### src/rtl/tlc_pkg.sv
// Shared state encoding and default timing for the intersection controller.
package tlc_pkg;

    localparam logic [1:0] ST_GREEN   = 2'b00;
    localparam logic [1:0] ST_YELLOW  = 2'b01;
    localparam logic [1:0] ST_ALLRED  = 2'b10;
    localparam logic [1:0] ST_ILLEGAL = 2'b11;

    localparam int DEF_NUM_PHASES = 4;
    localparam int DEF_TIMER_W    = 8;
    localparam int DEF_GREEN_MIN  = 10;
    localparam int DEF_GREEN_MAX  = 30;
    localparam int DEF_YELLOW_CYC = 5;
    localparam int DEF_ALLRED_CYC = 2;
    localparam int DEF_WALK_CYC   = 6;

    function automatic int max_int(input int a, input int b);
        return (a > b) ? a : b;
    endfunction

endpackage

### src/rtl/rr_phase_select.sv
// Round-robin phase picker: first phase with demand after cur_phase,
// otherwise simply the phase after cur_phase (wrapping for any NUM_PHASES).
module rr_phase_select
    import tlc_pkg::*;
#(
    parameter int NUM_PHASES = DEF_NUM_PHASES
) (
    input  logic [NUM_PHASES-1:0]         demand,
    input  logic [$clog2(NUM_PHASES)-1:0] cur_phase,
    output logic [$clog2(NUM_PHASES)-1:0] next_phase,
    output logic                          any_demand
);
    localparam int PW = $clog2(NUM_PHASES);

    logic [PW-1:0] idx_s;

    // Scan from farthest to nearest so the nearest demanding phase wins.
    always_comb begin
        idx_s      = PW'((int'(cur_phase) + 1) % NUM_PHASES);
        next_phase = idx_s;
        for (int k = NUM_PHASES; k >= 1; k--) begin
            idx_s      = PW'((int'(cur_phase) + k) % NUM_PHASES);
            next_phase = demand[idx_s] ? idx_s : next_phase;
        end
        any_demand = |demand;
    end

endmodule

### src/rtl/intersection_controller.sv
// Multi-phase intersection controller: GREEN -> YELLOW -> ALLRED with gap-out,
// max-out and round-robin demand service. Macro PED_WALK_EN adds walk support.
module intersection_controller
    import tlc_pkg::*;
#(
    parameter int NUM_PHASES = DEF_NUM_PHASES,
    parameter int TIMER_W    = DEF_TIMER_W,
    parameter int GREEN_MIN  = DEF_GREEN_MIN,
    parameter int GREEN_MAX  = DEF_GREEN_MAX,
    parameter int YELLOW_CYC = DEF_YELLOW_CYC,
    parameter int ALLRED_CYC = DEF_ALLRED_CYC
`ifdef PED_WALK_EN
    ,
    parameter int WALK_CYC   = DEF_WALK_CYC
`endif
) (
    input  logic                          clk,
    input  logic                          reset_n,
    input  logic [NUM_PHASES-1:0]         req,
`ifdef PED_WALK_EN
    input  logic [NUM_PHASES-1:0]         ped_req,
    output logic [NUM_PHASES-1:0]         walk,
`endif
    output logic [NUM_PHASES-1:0]         red,
    output logic [NUM_PHASES-1:0]         yellow,
    output logic [NUM_PHASES-1:0]         green,
    output logic [$clog2(NUM_PHASES)-1:0] cur_phase,
    output logic [1:0]                    cur_state
);
    localparam int PW = $clog2(NUM_PHASES);

    localparam logic [TIMER_W-1:0]    T_GREEN_MIN = TIMER_W'(GREEN_MIN - 1);
    localparam logic [TIMER_W-1:0]    T_GREEN_MAX = TIMER_W'(GREEN_MAX - 1);
    localparam logic [TIMER_W-1:0]    T_YELLOW    = TIMER_W'(YELLOW_CYC - 1);
    localparam logic [TIMER_W-1:0]    T_ALLRED    = TIMER_W'(ALLRED_CYC - 1);
    localparam logic [TIMER_W-1:0]    T_ZERO      = {TIMER_W{1'b0}};
    localparam logic [TIMER_W-1:0]    T_ONE       = TIMER_W'(1);
    localparam logic [NUM_PHASES-1:0] P_ONES      = {NUM_PHASES{1'b1}};
    localparam logic [NUM_PHASES-1:0] P_ZERO      = {NUM_PHASES{1'b0}};
    localparam logic [NUM_PHASES-1:0] P_ONE       = NUM_PHASES'(1);

    if (NUM_PHASES < 2 || NUM_PHASES > 8) begin : g_bad_num_phases
        $error("NUM_PHASES must be in 2..8");
    end
    if (GREEN_MIN < 1 || GREEN_MAX < 1 || YELLOW_CYC < 1 || ALLRED_CYC < 1) begin : g_bad_zero_dur
        $error("durations must be non-zero");
    end
    if (GREEN_MAX < GREEN_MIN) begin : g_bad_green_range
        $error("GREEN_MAX must not be below GREEN_MIN");
    end
    if (longint'(GREEN_MAX) >= (longint'(1) << TIMER_W)) begin : g_bad_timer_w
        $error("GREEN_MAX does not fit in TIMER_W");
    end
    // The timer saturates at GREEN_MAX-1, so no other state may outlast green.
    if (YELLOW_CYC > GREEN_MAX || ALLRED_CYC > GREEN_MAX) begin : g_bad_short_max
        $error("YELLOW_CYC and ALLRED_CYC must not exceed GREEN_MAX");
    end

    logic [1:0]            state_q, state_d;
    logic [TIMER_W-1:0]    timer_q, timer_d;
    logic [PW-1:0]         phase_q, phase_d;
    logic [NUM_PHASES-1:0] demand_q, demand_d;
    logic [NUM_PHASES-1:0] red_q, red_d;
    logic [NUM_PHASES-1:0] yellow_q, yellow_d;
    logic [NUM_PHASES-1:0] green_q, green_d;

    logic [NUM_PHASES-1:0] svc_demand_s;
    logic [NUM_PHASES-1:0] cur_mask_s;
    logic [NUM_PHASES-1:0] next_mask_s;
    logic [NUM_PHASES-1:0] lamp_mask_s;
    logic [PW-1:0]         rr_next_s;
    logic                  rr_any_s;
    logic                  other_demand_s;
    logic                  min_met_s;
    logic                  max_out_s;
    logic                  gap_out_s;
    logic                  enter_green_s;
    logic [TIMER_W-1:0]    min_limit_s;

`ifdef PED_WALK_EN
    if (WALK_CYC < 1 || WALK_CYC > GREEN_MAX) begin : g_bad_walk
        $error("WALK_CYC must be in 1..GREEN_MAX");
    end

    localparam logic [TIMER_W-1:0] T_WALK     = TIMER_W'(WALK_CYC);
    localparam logic [TIMER_W-1:0] T_WALK_MIN = TIMER_W'(max_int(GREEN_MIN, WALK_CYC) - 1);

    logic [NUM_PHASES-1:0] ped_demand_q, ped_demand_d;
    logic [NUM_PHASES-1:0] walk_q, walk_d;
    logic                  walk_on_q, walk_on_d;

    assign svc_demand_s = demand_q | ped_demand_q;
    assign min_limit_s  = walk_on_q ? T_WALK_MIN : T_GREEN_MIN;
`else
    assign svc_demand_s = demand_q;
    assign min_limit_s  = T_GREEN_MIN;
`endif

    rr_phase_select #(
        .NUM_PHASES (NUM_PHASES)
    ) u_rr (
        .demand     (svc_demand_s),
        .cur_phase  (phase_q),
        .next_phase (rr_next_s),
        .any_demand (rr_any_s)
    );

    // Green termination qualifiers for the phase currently served.
    always_comb begin
        cur_mask_s     = P_ONE << phase_q;
        other_demand_s = rr_any_s & (|(svc_demand_s & ~cur_mask_s));
        max_out_s      = (timer_q >= T_GREEN_MAX);
        min_met_s      = (timer_q >= min_limit_s);
        gap_out_s      = min_met_s & ~req[phase_q] & other_demand_s;
    end

    // Next state, served phase, dwell timer and vehicle demand latch.
    always_comb begin
        state_d       = state_q;
        phase_d       = phase_q;
        enter_green_s = 1'b0;
        case (state_q)
            ST_GREEN: begin
                if (max_out_s || gap_out_s) begin
                    state_d = ST_YELLOW;
                end else begin
                    state_d = ST_GREEN;
                end
            end
            ST_YELLOW: begin
                if (timer_q >= T_YELLOW) begin
                    state_d = ST_ALLRED;
                end else begin
                    state_d = ST_YELLOW;
                end
            end
            ST_ALLRED: begin
                if (timer_q >= T_ALLRED) begin
                    state_d       = ST_GREEN;
                    phase_d       = rr_next_s;
                    enter_green_s = 1'b1;
                end else begin
                    state_d = ST_ALLRED;
                end
            end
            ST_ILLEGAL: state_d = ST_ALLRED;
            default:    state_d = ST_ALLRED;
        endcase

        // Clearing the phase entering green takes priority over a new request.
        next_mask_s = enter_green_s ? (P_ONE << rr_next_s) : P_ZERO;
        demand_d    = (demand_q | req) & ~next_mask_s;

        if (state_d != state_q) begin
            timer_d = T_ZERO;
        end else if (timer_q >= T_GREEN_MAX) begin
            timer_d = timer_q;
        end else begin
            timer_d = timer_q + T_ONE;
        end
    end

    // Lamp drives for the upcoming state, so the lamp flops track state_q exactly.
    always_comb begin
        lamp_mask_s = P_ONE << phase_d;
        case (state_d)
            ST_GREEN: begin
                green_d  = lamp_mask_s;
                yellow_d = P_ZERO;
                red_d    = ~lamp_mask_s;
            end
            ST_YELLOW: begin
                green_d  = P_ZERO;
                yellow_d = lamp_mask_s;
                red_d    = ~lamp_mask_s;
            end
            default: begin
                green_d  = P_ZERO;
                yellow_d = P_ZERO;
                red_d    = P_ONES;
            end
        endcase
    end

`ifdef PED_WALK_EN
    // Pedestrian demand latch and the walk window at the start of green.
    always_comb begin
        ped_demand_d = (ped_demand_q | ped_req) & ~next_mask_s;
        if (enter_green_s) begin
            walk_on_d = |((ped_demand_q | ped_req) & next_mask_s);
        end else if (state_d == ST_GREEN) begin
            walk_on_d = walk_on_q;
        end else begin
            walk_on_d = 1'b0;
        end
        if (walk_on_d && (state_d == ST_GREEN) && (timer_d < T_WALK)) begin
            walk_d = lamp_mask_s;
        end else begin
            walk_d = P_ZERO;
        end
    end

    // Pedestrian registers.
    always_ff @(posedge clk or negedge reset_n) begin
        if (!reset_n) begin
            ped_demand_q <= P_ZERO;
            walk_on_q    <= 1'b0;
            walk_q       <= P_ZERO;
        end else begin
            ped_demand_q <= ped_demand_d;
            walk_on_q    <= walk_on_d;
            walk_q       <= walk_d;
        end
    end

    assign walk = walk_q;
`endif

    // Controller registers; reset parks in all-red with the last phase as "served".
    always_ff @(posedge clk or negedge reset_n) begin
        if (!reset_n) begin
            state_q  <= ST_ALLRED;
            timer_q  <= T_ZERO;
            phase_q  <= PW'(NUM_PHASES - 1);
            demand_q <= P_ZERO;
            red_q    <= P_ONES;
            yellow_q <= P_ZERO;
            green_q  <= P_ZERO;
        end else begin
            state_q  <= state_d;
            timer_q  <= timer_d;
            phase_q  <= phase_d;
            demand_q <= demand_d;
            red_q    <= red_d;
            yellow_q <= yellow_d;
            green_q  <= green_d;
        end
    end

    assign red       = red_q;
    assign yellow    = yellow_q;
    assign green     = green_q;
    assign cur_phase = phase_q;
    assign cur_state = state_q;

endmodule

### config.mk
export PLATFORM = sky130hd
export DESIGN_NAME = intersection_controller
export DESIGN_NICKNAME = d
export VERILOG_FILES = /design/src/rtl/tlc_pkg.sv /design/src/rtl/rr_phase_select.sv /design/src/rtl/intersection_controller.sv
export SDC_FILE = /design/constraint.sdc
export NUM_CORES = 1
export LEC_CHECK = 0
export CORE_ASPECT_RATIO = 1.2
export CORE_UTILIZATION = 50
export DETAILED_ROUTE_END_ITERATION = 12
export PLACE_DENSITY = 0.75
export SYNTH_ARGS = -nofsm -noshare
export SYNTH_HDL_FRONTEND = slang
export SYNTH_HIERARCHICAL = 1
export SYNTH_SLANG_ARGS = --single-unit
### constraint.sdc
create_clock -name clk -period 3.8 [get_ports clk]
set_input_delay 1.14 -clock clk [delete_from_list [all_inputs] [get_ports clk]]
set_output_delay 1.14 -clock clk [all_outputs]
set_load 0.02 [all_outputs]
Word level (Yosys, flattened, before mapping)

Cells that the tools add are included.

Bits in registers: 28
Output and inout bits: 16
Logic and storage cells: 74

Reductions and logical operators: 6
$add $sub $neg: 5
Bitwise operators: 10
Magnitude comparators: 9
Shifts and indexed selects: 3
Muxes and demuxes: 28
Equal/unequal tests: 6

Operators with widths:

| kind                | count |
|---|---|
| $mux 2              | 8 |
| $mux 4              | 4 |
| $mux 8              | 2 |
| $lt 2x3->1 const B  | 5 |
| $not 4->4           | 3 |
| $shl 1x2->4 const A | 3 |
| $bmux 1 s2          | 5 |
| $add 8x1->8 const B | 1 |
| $and 4x4->4         | 2 |
| $ge 8x1->1 const B  | 1 |
| $ge 8x3->1 const B  | 1 |
| $ge 8x4->1 const B  | 1 |
| $ge 8x5->1 const B  | 1 |
| $mux 1              | 8 |
| $pmux 2 s4          | 1 |
| $reduce_or 4->1     | 2 |
| $add 2x1->2 const B | 2 |
| $add 2x2->2 const B | 2 |
| $eq 2x1->1 const B  | 2 |
| $eq 2x2->1 const B  | 2 |
| $logic_not 2->1     | 2 |
| $or 4x4->4          | 1 |
| $and 1x1->1         | 3 |
| $ne 2x1->1 const B  | 1 |
| 4 further kinds     | 4 |

Longest topological paths before layout

Gate-level depths: netlist of the first run.

Depth in word-level cells: 12
Mapped depth: 8
Mapped depth without buffers: 8

Cells and area by module

The synthesis of the first run kept the hierarchy.

Modules (own cells, without submodules):

| module                  | seq. area each (µm²) | times used | area an instance (µm²) | cells an instance |
|---|---|---|---|---|
| intersection_controller | 709.4                | 1          | 1268.7                 | 108 |
| rr_phase_select         | 0.0                  | 1          | 115.1                  | 18 |

Worst setup path after synthesis of the first run

OpenSTA, ideal clock, no wires.

Path type: input port to flip-flop
Start point: input port req[3]
End point: register timer_q[0]
Stages on the path: 5
Setup slack: 1225 ps
Data arrival time: 2456 ps
Path buffers: 0
Cells stage by stage: mux4_2 a221o_1 a211oi_2 o41ai_2 and2_1

Longest elaborated chain between the ends: 10

Ends and longest elaborated chain:

| item                                           | line                           | RTL |
|---|---|---|
| start: declaration                             | intersection_controller.sv:19  | `input logic [NUM_PHASES-1:0] req,` |
| $bmux 1 s2 *                                   | intersection_controller.sv:114 | `gap_out_s = min_met_s & ~req[phase_q] & other_demand_s;` |
| $mux 1 (not written as such) *                 | intersection_controller.sv:114 |  |
| $not 1->1 *                                    | intersection_controller.sv:114 |  |
| $and 1x1->1 * (2 in series)                    | intersection_controller.sv:114 |  |
| $logic_or 1x1->1 *                             | intersection_controller.sv:124 | `if (max_out_s \|\| gap_out_s) begin` |
| $mux 1 *                                       | intersection_controller.sv:124 |  |
| $pmux 2 s4 *                                   | intersection_controller.sv:122 | `case (state_q)` |
| $ne 2x2->1 *                                   | intersection_controller.sv:154 | `if (state_d != state_q) begin` |
| $ne 2x1->1 (no line) or $mux 8 (tied branches) | n/a                            |  |
| end signal: assignment                         | intersection_controller.sv:231 | `timer_q <= timer_d;` |
| end: declaration                               | intersection_controller.sv:60  | `logic [TIMER_W-1:0] timer_q, timer_d;` |

Mark *: on every way between the ends. The rest lies on a longest branch, timed or not. The select of a mux whose other input is x is not followed.
A chain may end at the register's enable or synchronous reset.

Final worst setup path of the first run

Start point: register phase_q[1], in the netlist cur_phase[1]
End point: output port cur_phase[1]

RTL lines:

| item                     | line                           | RTL |
|---|---|---|
| start: declaration       | intersection_controller.sv:61  | `logic [PW-1:0] phase_q, phase_d;` |
| start signal: assignment | intersection_controller.sv:224 | `phase_q <= PW'(NUM_PHASES - 1);` |
| start signal: assignment | intersection_controller.sv:232 | `phase_q <= phase_d;` |
| end: declaration         | intersection_controller.sv:27  | `output logic [$clog2(NUM_PHASES)-1:0] cur_phase,` |

No word-level cell between the ends.

==> metrics.csv, run 1 <==
metric,value,unit
skew,0.0125,ns
dr.first_iter.drc_count,18,
slew_viol_final,0,
ctsHoldBuffers,0,
setup_viol,0,
syn2layout_area_growth,22.8,%
placed_cell_area,0.00165,mm²
grt_pass1_wl,4470,µm
antenna_found_initial,0,
period_share,74.0,%
synth.top_cell.area_share,38.0,%
cp.arrival,1.67,ns
path_cells,clkdlybuf4s50_1,
grt_max_degree,29,
clkTransAtPathRegs,0.15,ns
cts_buffers,3,
yosysWarnings,6,
synth-edff-count,0,
min_period,2.81,ns
cp_num_buf_inv,1,
drc,0,
place_inst,182,
cp_slowest_stage_delay,0.69,ns
insertion_delay,0.34,ns
yosys_register_bits,28,
routed_wl,2490,µm
htree_levels,1,
root_buffer,clkbuf_4,
drtPass1Iterations,4,
synth_area_leaders,"dfrtp_1 (38%), dfstp_2 (13%), nor2_1 (3.0%)",
place.gp.congestion,0.839,
synthCells,126,
hold_violations,0,
num_io_pins,22,
fin_util,65.9,%
viasPerCell,5.62,
dp_hpwl,1830,µm
slew_headroom,64.3,%
tns,0,ns
crit_path_end_kind,output pin,
hp-class,reg2reg,
crit_fanout,12,
ys_types,48,
synth_ff_type,dfrtp_1,
stdcell_count,186,
post_cts_buffers,0,
vias,1046,
synth_seq_area_share,51.3,%
clockBufferDepth,2,
fp-row-count,20,
antenna_cells,0,
status,completed,
crit_slowest_cell,dfstp_2,
avgSynthCellArea,11.0,µm²
ir_drop,374,µV
cap_violations,0,
cts_sinks,28,
yosysTopAreaCell,dfrtp_1,
start_util,53.7,%
grt_use_total,20.1,%
drtAntennaViolNets,0,
ctsResizeCount,0,
die_w,50.0,µm
core_area,0.00258,mm²
cts_tree,yes,
synth.most_common_cell,dfrtp_1,
critical_path_required,2.66,ns
nets,163,
fin_area,0.00170,mm²
rsz0062_at_grt,no,
num-fill-cells,219,
crit_family,flip-flops,
syn_area,0.00138,mm²
async_flop_share,100,%
portBuffers,21,
powerDensity,759,mW/mm²
gr-total-overflow,0,
die_height,59.6,µm
routedWlPerCell,13.4,µm
fmax,356,MHz
grt_pass1_vias,1008,
path_class,reg2out,
die_area,0.00298,mm²
tightest_slew,0.529,ns
p_total,0.00129,W
critPathLaunchType,flip-flop,
final_layout_size_suffix_gt1_share,14.4,%
p_leak,0.752,nW
synth_commonest_cells,"dfrtp_1 (21), nor2_1 (11), nand2_1 (9), inv_1 (8), dfstp_2 (7)",
-- layout by cell type, fill, tap and decap left out, drive strengths merged, types with 4 or more instances in the layout --
cell           netlist  routed
nor3                 7       7
nor2                11      11
nand2                9       9
o21ai                4       4
clkdlybuf4s50        0      21
inv                  8       8
nand2b               5       5
dfrtp               21      21
dfstp                7       7
-- worst paths after layout --
kind / from / end / slack [ns] / depth (start not counted)
setup / recovery: cur_phase[1]$_DFF_PN1_ / cur_phase[1] / 0.99 / 1
max in group asynchronous: reset_n / red[2]$_DFF_PN1_ / 2.34 / 2
hold reg to reg: cur_state[1]$_DFF_PN1_ / cur_state[1]$_DFF_PN1_ / 0.62 / 1
min in group asynchronous: reset_n / demand_q[2]$_DFF_PN0_ / 1.15 / 2
hold / removal: cur_state[1]$_DFF_PN1_ / cur_state[1]$_DFF_PN1_ / 0.62 / 1
setup reg to reg: cur_phase[0]$_DFF_PN1_ / timer_q[1]$_DFFE_PN0P_ / 1.53 / 5
-- through the flow --
step	hold WS, ns	worst slack [ns]
global route	0.647	0.922
detailed placement	0.605	0.690
finish	0.622	0.988
global placement	0.600	0.705
CTS	0.628	0.977
floorplan	0.580	1.23
-- sequential cells by signal (all words and copies together), names as in the netlist --
name / cells
yellow: 4
demand_q: 4
cur_state: 2
green: 4
red: 4
timer_q: 8
cur_phase: 2
-- where the power goes --
group	leakage, nW	internal [W]	switching, W
sequential	0.339	0.000397	0.0000957
clock	0.0279	0.000107	0.0000875
combinational	0.385	0.000271	0.000331
total	0.752	0.000775	0.000515
-- logic make-up after synthesis --
kind of cell | Yosys count | share of synthesized area, %
AO/OA/AOI/OAI | 30 | 18.6
other | 1 | 0.271
multiplexers | 3 | 3.07
buffers and inverters | 8 | 2.17
flip-flops | 28 | 51.3
XOR/XNOR | 1 | 0.633
adder cells (fa/ha/maj) | 3 | 2.71
AND/OR/NAND/NOR | 52 | 21.2
-- layout make-up --
cell class              instances  area (µm²)  share of cell area (%)
flip-flops and latches         28         709                    41.8
well taps                      33        41.3                    2.43
multi-input cells              91         648                    38.1
repair buffers                 22         218                    12.8
clock inverters                 1        30.0                    1.77
inverters                       8        30.0                    1.77
clock buffers                   3        22.5                    1.33
-- per-layer routing --
metal	track usage (%)	wire length [µm]	vias up
met3	1.79	41	9
met4	12.7	80	0
li1	-	-	514
met5	0	0	-
met1	26.6	1120	508
met2	32.0	1250	15
No activity file was read; power rests on OpenSTA's default activity.
==> run 2, diff against run 1 <==
--- a/config.mk
+++ b/config.mk
@@ -6,9 +6,9 @@
 export NUM_CORES = 1
 export LEC_CHECK = 0
 export CORE_ASPECT_RATIO = 1.2
-export CORE_UTILIZATION = 50
+export CORE_UTILIZATION = 47
 export DETAILED_ROUTE_END_ITERATION = 12
-export PLACE_DENSITY = 0.75
+export PLACE_DENSITY = 0.74
 export SYNTH_ARGS = -nofsm -noshare
 export SYNTH_HDL_FRONTEND = slang
 export SYNTH_HIERARCHICAL = 1
==> constraint.sdc (replaced) <==
create_clock -name clk -period 2.3 [get_ports clk]
set_input_delay 0.69 -clock clk [delete_from_list [all_inputs] [get_ports clk]]
set_output_delay 0.69 -clock clk [all_outputs]
set_load 0.02 [all_outputs]
==> metrics.csv, run 2 (synthesis gave the netlist of run 1 again) <==
metric,value,unit,change
status,completed,,
ff2ff_path_depth,6,,+1
num_io_pins,22,,unchanged
grt_max_degree,29,,unchanged
r2r-end,timer_q[2]$_DFFE_PN0P_,,
insertion_delay,0.33,ns,about the same
worstSetupEndpoint,timer_q[1]$_DFFE_PN0P_,,
p_leak,0.796,nW,+5.9%
die_area,0.00317,mm²,+6.1%
grt_use_met3,2.72,%,+0.92 points
grt_use_total,20.0,%,-0.18 points
setup_viol,0,,unchanged
nets,166,,+1.8%
regMostFlops,timer_q,,
worstReg2RegStart,cur_phase[0]$_DFF_PN1_,,
portBuffers,21,,unchanged
die_height,61.4,µm,+3.0%
root_buffer,clkbuf_4,,
power_frac_seq,36.5,%,-1.7 points
antenna_cells,0,,unchanged
syn2layout_area_growth,27.7,%,
start_util,49.7,%,-4.0 points
skew,0.00277,ns,-0.00970 ns
p_sw,0.000898,W,+75%
vias,1068,,+2.1%
cts_sinks,28,,unchanged
dr.first_iter.drc_count,39,,+21
critPathLaunchType,primary input,,
period_share,97.5,%,
powerDensity,1250,mW/mm²,+64%
hold_violations,0,,unchanged
clockBufferDepth,2,,unchanged
antenna_found_initial,0,,unchanged
routedWlPerCell,14.5,µm,+8.1%
power_frac_comb,48.8,%,+2.1 points
cts_buffers,3,,unchanged
rsz0062_at_grt,no,,
place.gp.congestion,0.824,,-1.8%
cp.arrival,2.48,ns,+0.81 ns
cellInternalPower,0.00130,W,+68%
core_area,0.00279,mm²,+8.1%
r2r_slack,0.15,ns,-1.38 ns
largest_register_ff_count,8,,unchanged
grt_pass1_wl,4620,µm,+3.2%
use_met1,23.0,%,-3.6 points
gr-usage-met2,36.5,%,+4.5 points
clkPwrFrac,14.7,%,-0.4 points
path_class,in2reg,,
ctsHoldBuffers,0,,unchanged
crit_path_end_kind,flip-flop,,
tns,0,ns,unchanged
critical_path_required,2.54,ns,-0.12 ns
cts_tree,yes,,
min_period,2.24,ns,
viasPerCell,5.62,,about the same
crit_start,req[0],,
fmax,446,MHz,
clkTransAtPathRegs,0.15,ns,about the same
hold_path_depth,1,,unchanged
drtAntennaViolNets,0,,unchanged
die_w,51.5,µm,+3.0%
top_usage_layer,met2,,
p_sw_share,40.8,%,+0.89 points
crit_fanout,6,,-6
ir_drop,622,µV,+66%
htree_levels,1,,unchanged
final_layout_size_suffix_gt1_share,19.9,%,+5.5 points
final_cell_mix,"dfrtp_1 (20), clkdlybuf4s50_1 (18), nor2_1 (11), nand2_1 (9), inv_1 (8)",,
post_cts_buffers,0,,unchanged
routed_wl,2750,µm,+10%
grt_pass1_vias,1023,,+1.5%
drtPass1Iterations,4,,unchanged
layout_commonest_cell,dfrtp_1,,
fin_util,63.4,%,-2.5 points
cap_violations,0,,unchanged
drc,0,,unchanged
fp-row-count,21,,+5.0%
gr-total-overflow,0,,unchanged
slew_viol_final,0,,unchanged
hp-class,reg2reg,,
==> run 2: cell types whose count changed in the layout (fill, tap and decap cells not counted), moves of 2 or more <==
cell / change
buf_4: +3
clkdlybuf4s50_1: -3
dlygate4sd2_1: +2
nor3_1: -4
nor3_2: +4
==> run 2: cell type report <==
cell class                      instances  area, µm²
Fill cell                             240       1020
Multi-Input combinational cell         91        691
Tap cell                               34       42.5
Clock inverter                          1       30.0
Sequential cell                        28        711
Timing Repair Buffer                   25        240
Clock buffer                            3       22.5
Inverter                                8       30.0
==> run 2: critical path: stages <==
cell and delay (ns):
clkdlybuf4s50_1 0.43, mux4_2 0.46, a221o_1 0.32, a211oi_4 0.26, o41ai_4 0.15, and2_1 0.18
==> run 2: per-stage QoR <==
step                      instances  instance area [µm²]  worst slack [ns]  total power [W]  hold WS [ns]
final                           190                 1770            0.0569          0.00220         0.629
after global routing            190                 1770            0.0177          0.00237         0.656
after CTS                       190                 1720            0.0212          0.00215         0.623
after detailed placement        186                 1670            -0.371          0.00185         0.600
after global placement          186                 1670            -0.356          0.00181         0.597
after floorplan                 127                 1390             0.132          0.00146         0.394
==> run 2: power groups by stage <==
| stage | registers, W | logic (W) | clock network, W |
|---|---|---|---|
| global route | 0.000832 | 0.00118 | 0.000355 |
| global placement | 0.000795 | 0.00101 | 0 |
| detailed placement | 0.000808 | 0.00104 | 0 |
| CTS | 0.000796 | 0.00103 | 0.000326 |
| floorplan | 0.000919 | 0.000542 | 0 |
| finish | 0.000804 | 0.00108 | 0.000323 |
==> run 2: timing repair <==
action / in CTS / in global routing
pin swaps: 1 / 0
gates resized for setup: 2 / 9
endpoints found under the hold margin: 0 / 0
setup endpoints to repair: 5 / 13
==> run 2: worst min path at each step <==
stage / slack (ns) / to / start
finish: 0.63 / cur_state[1]$_DFF_PN1_ / cur_state[1]$_DFF_PN1_
global route: 0.66 / cur_state[1]$_DFF_PN1_ / cur_state[1]$_DFF_PN1_
CTS: 0.62 / cur_state[1]$_DFF_PN1_ / cur_state[1]$_DFF_PN1_
detailed placement: 0.60 / cur_state[1]$_DFF_PN1_ / cur_state[1]$_DFF_PN1_
global placement: 0.60 / timer_q[0]$_DFFE_PN0P_ / timer_q[0]$_DFFE_PN0P_
floorplan: 0.39 / cur_state[0]$_DFF_PN0_ / reset_n
==> run 2: per-layer routing <==
metal,share of wire [%],wire [µm],vias to the layer above
met4,2.0,54,0
met3,2.1,59,5
met2,54,1490,15
met5,0,0,-
met1,42,1150,532
li1,-,-,516
==> run 3, diff against run 2 <==
--- a/config.mk
+++ b/config.mk
@@ -7,6 +7,7 @@
 export LEC_CHECK = 0
 export CORE_ASPECT_RATIO = 1.2
 export CORE_UTILIZATION = 47
+export CTS_CLUSTER_SIZE = 14
 export DETAILED_ROUTE_END_ITERATION = 12
 export PLACE_DENSITY = 0.74
 export SYNTH_ARGS = -nofsm -noshare
==> results of run 3 <==
The final DEF is identical to that of run 2; final timing and power are the same.
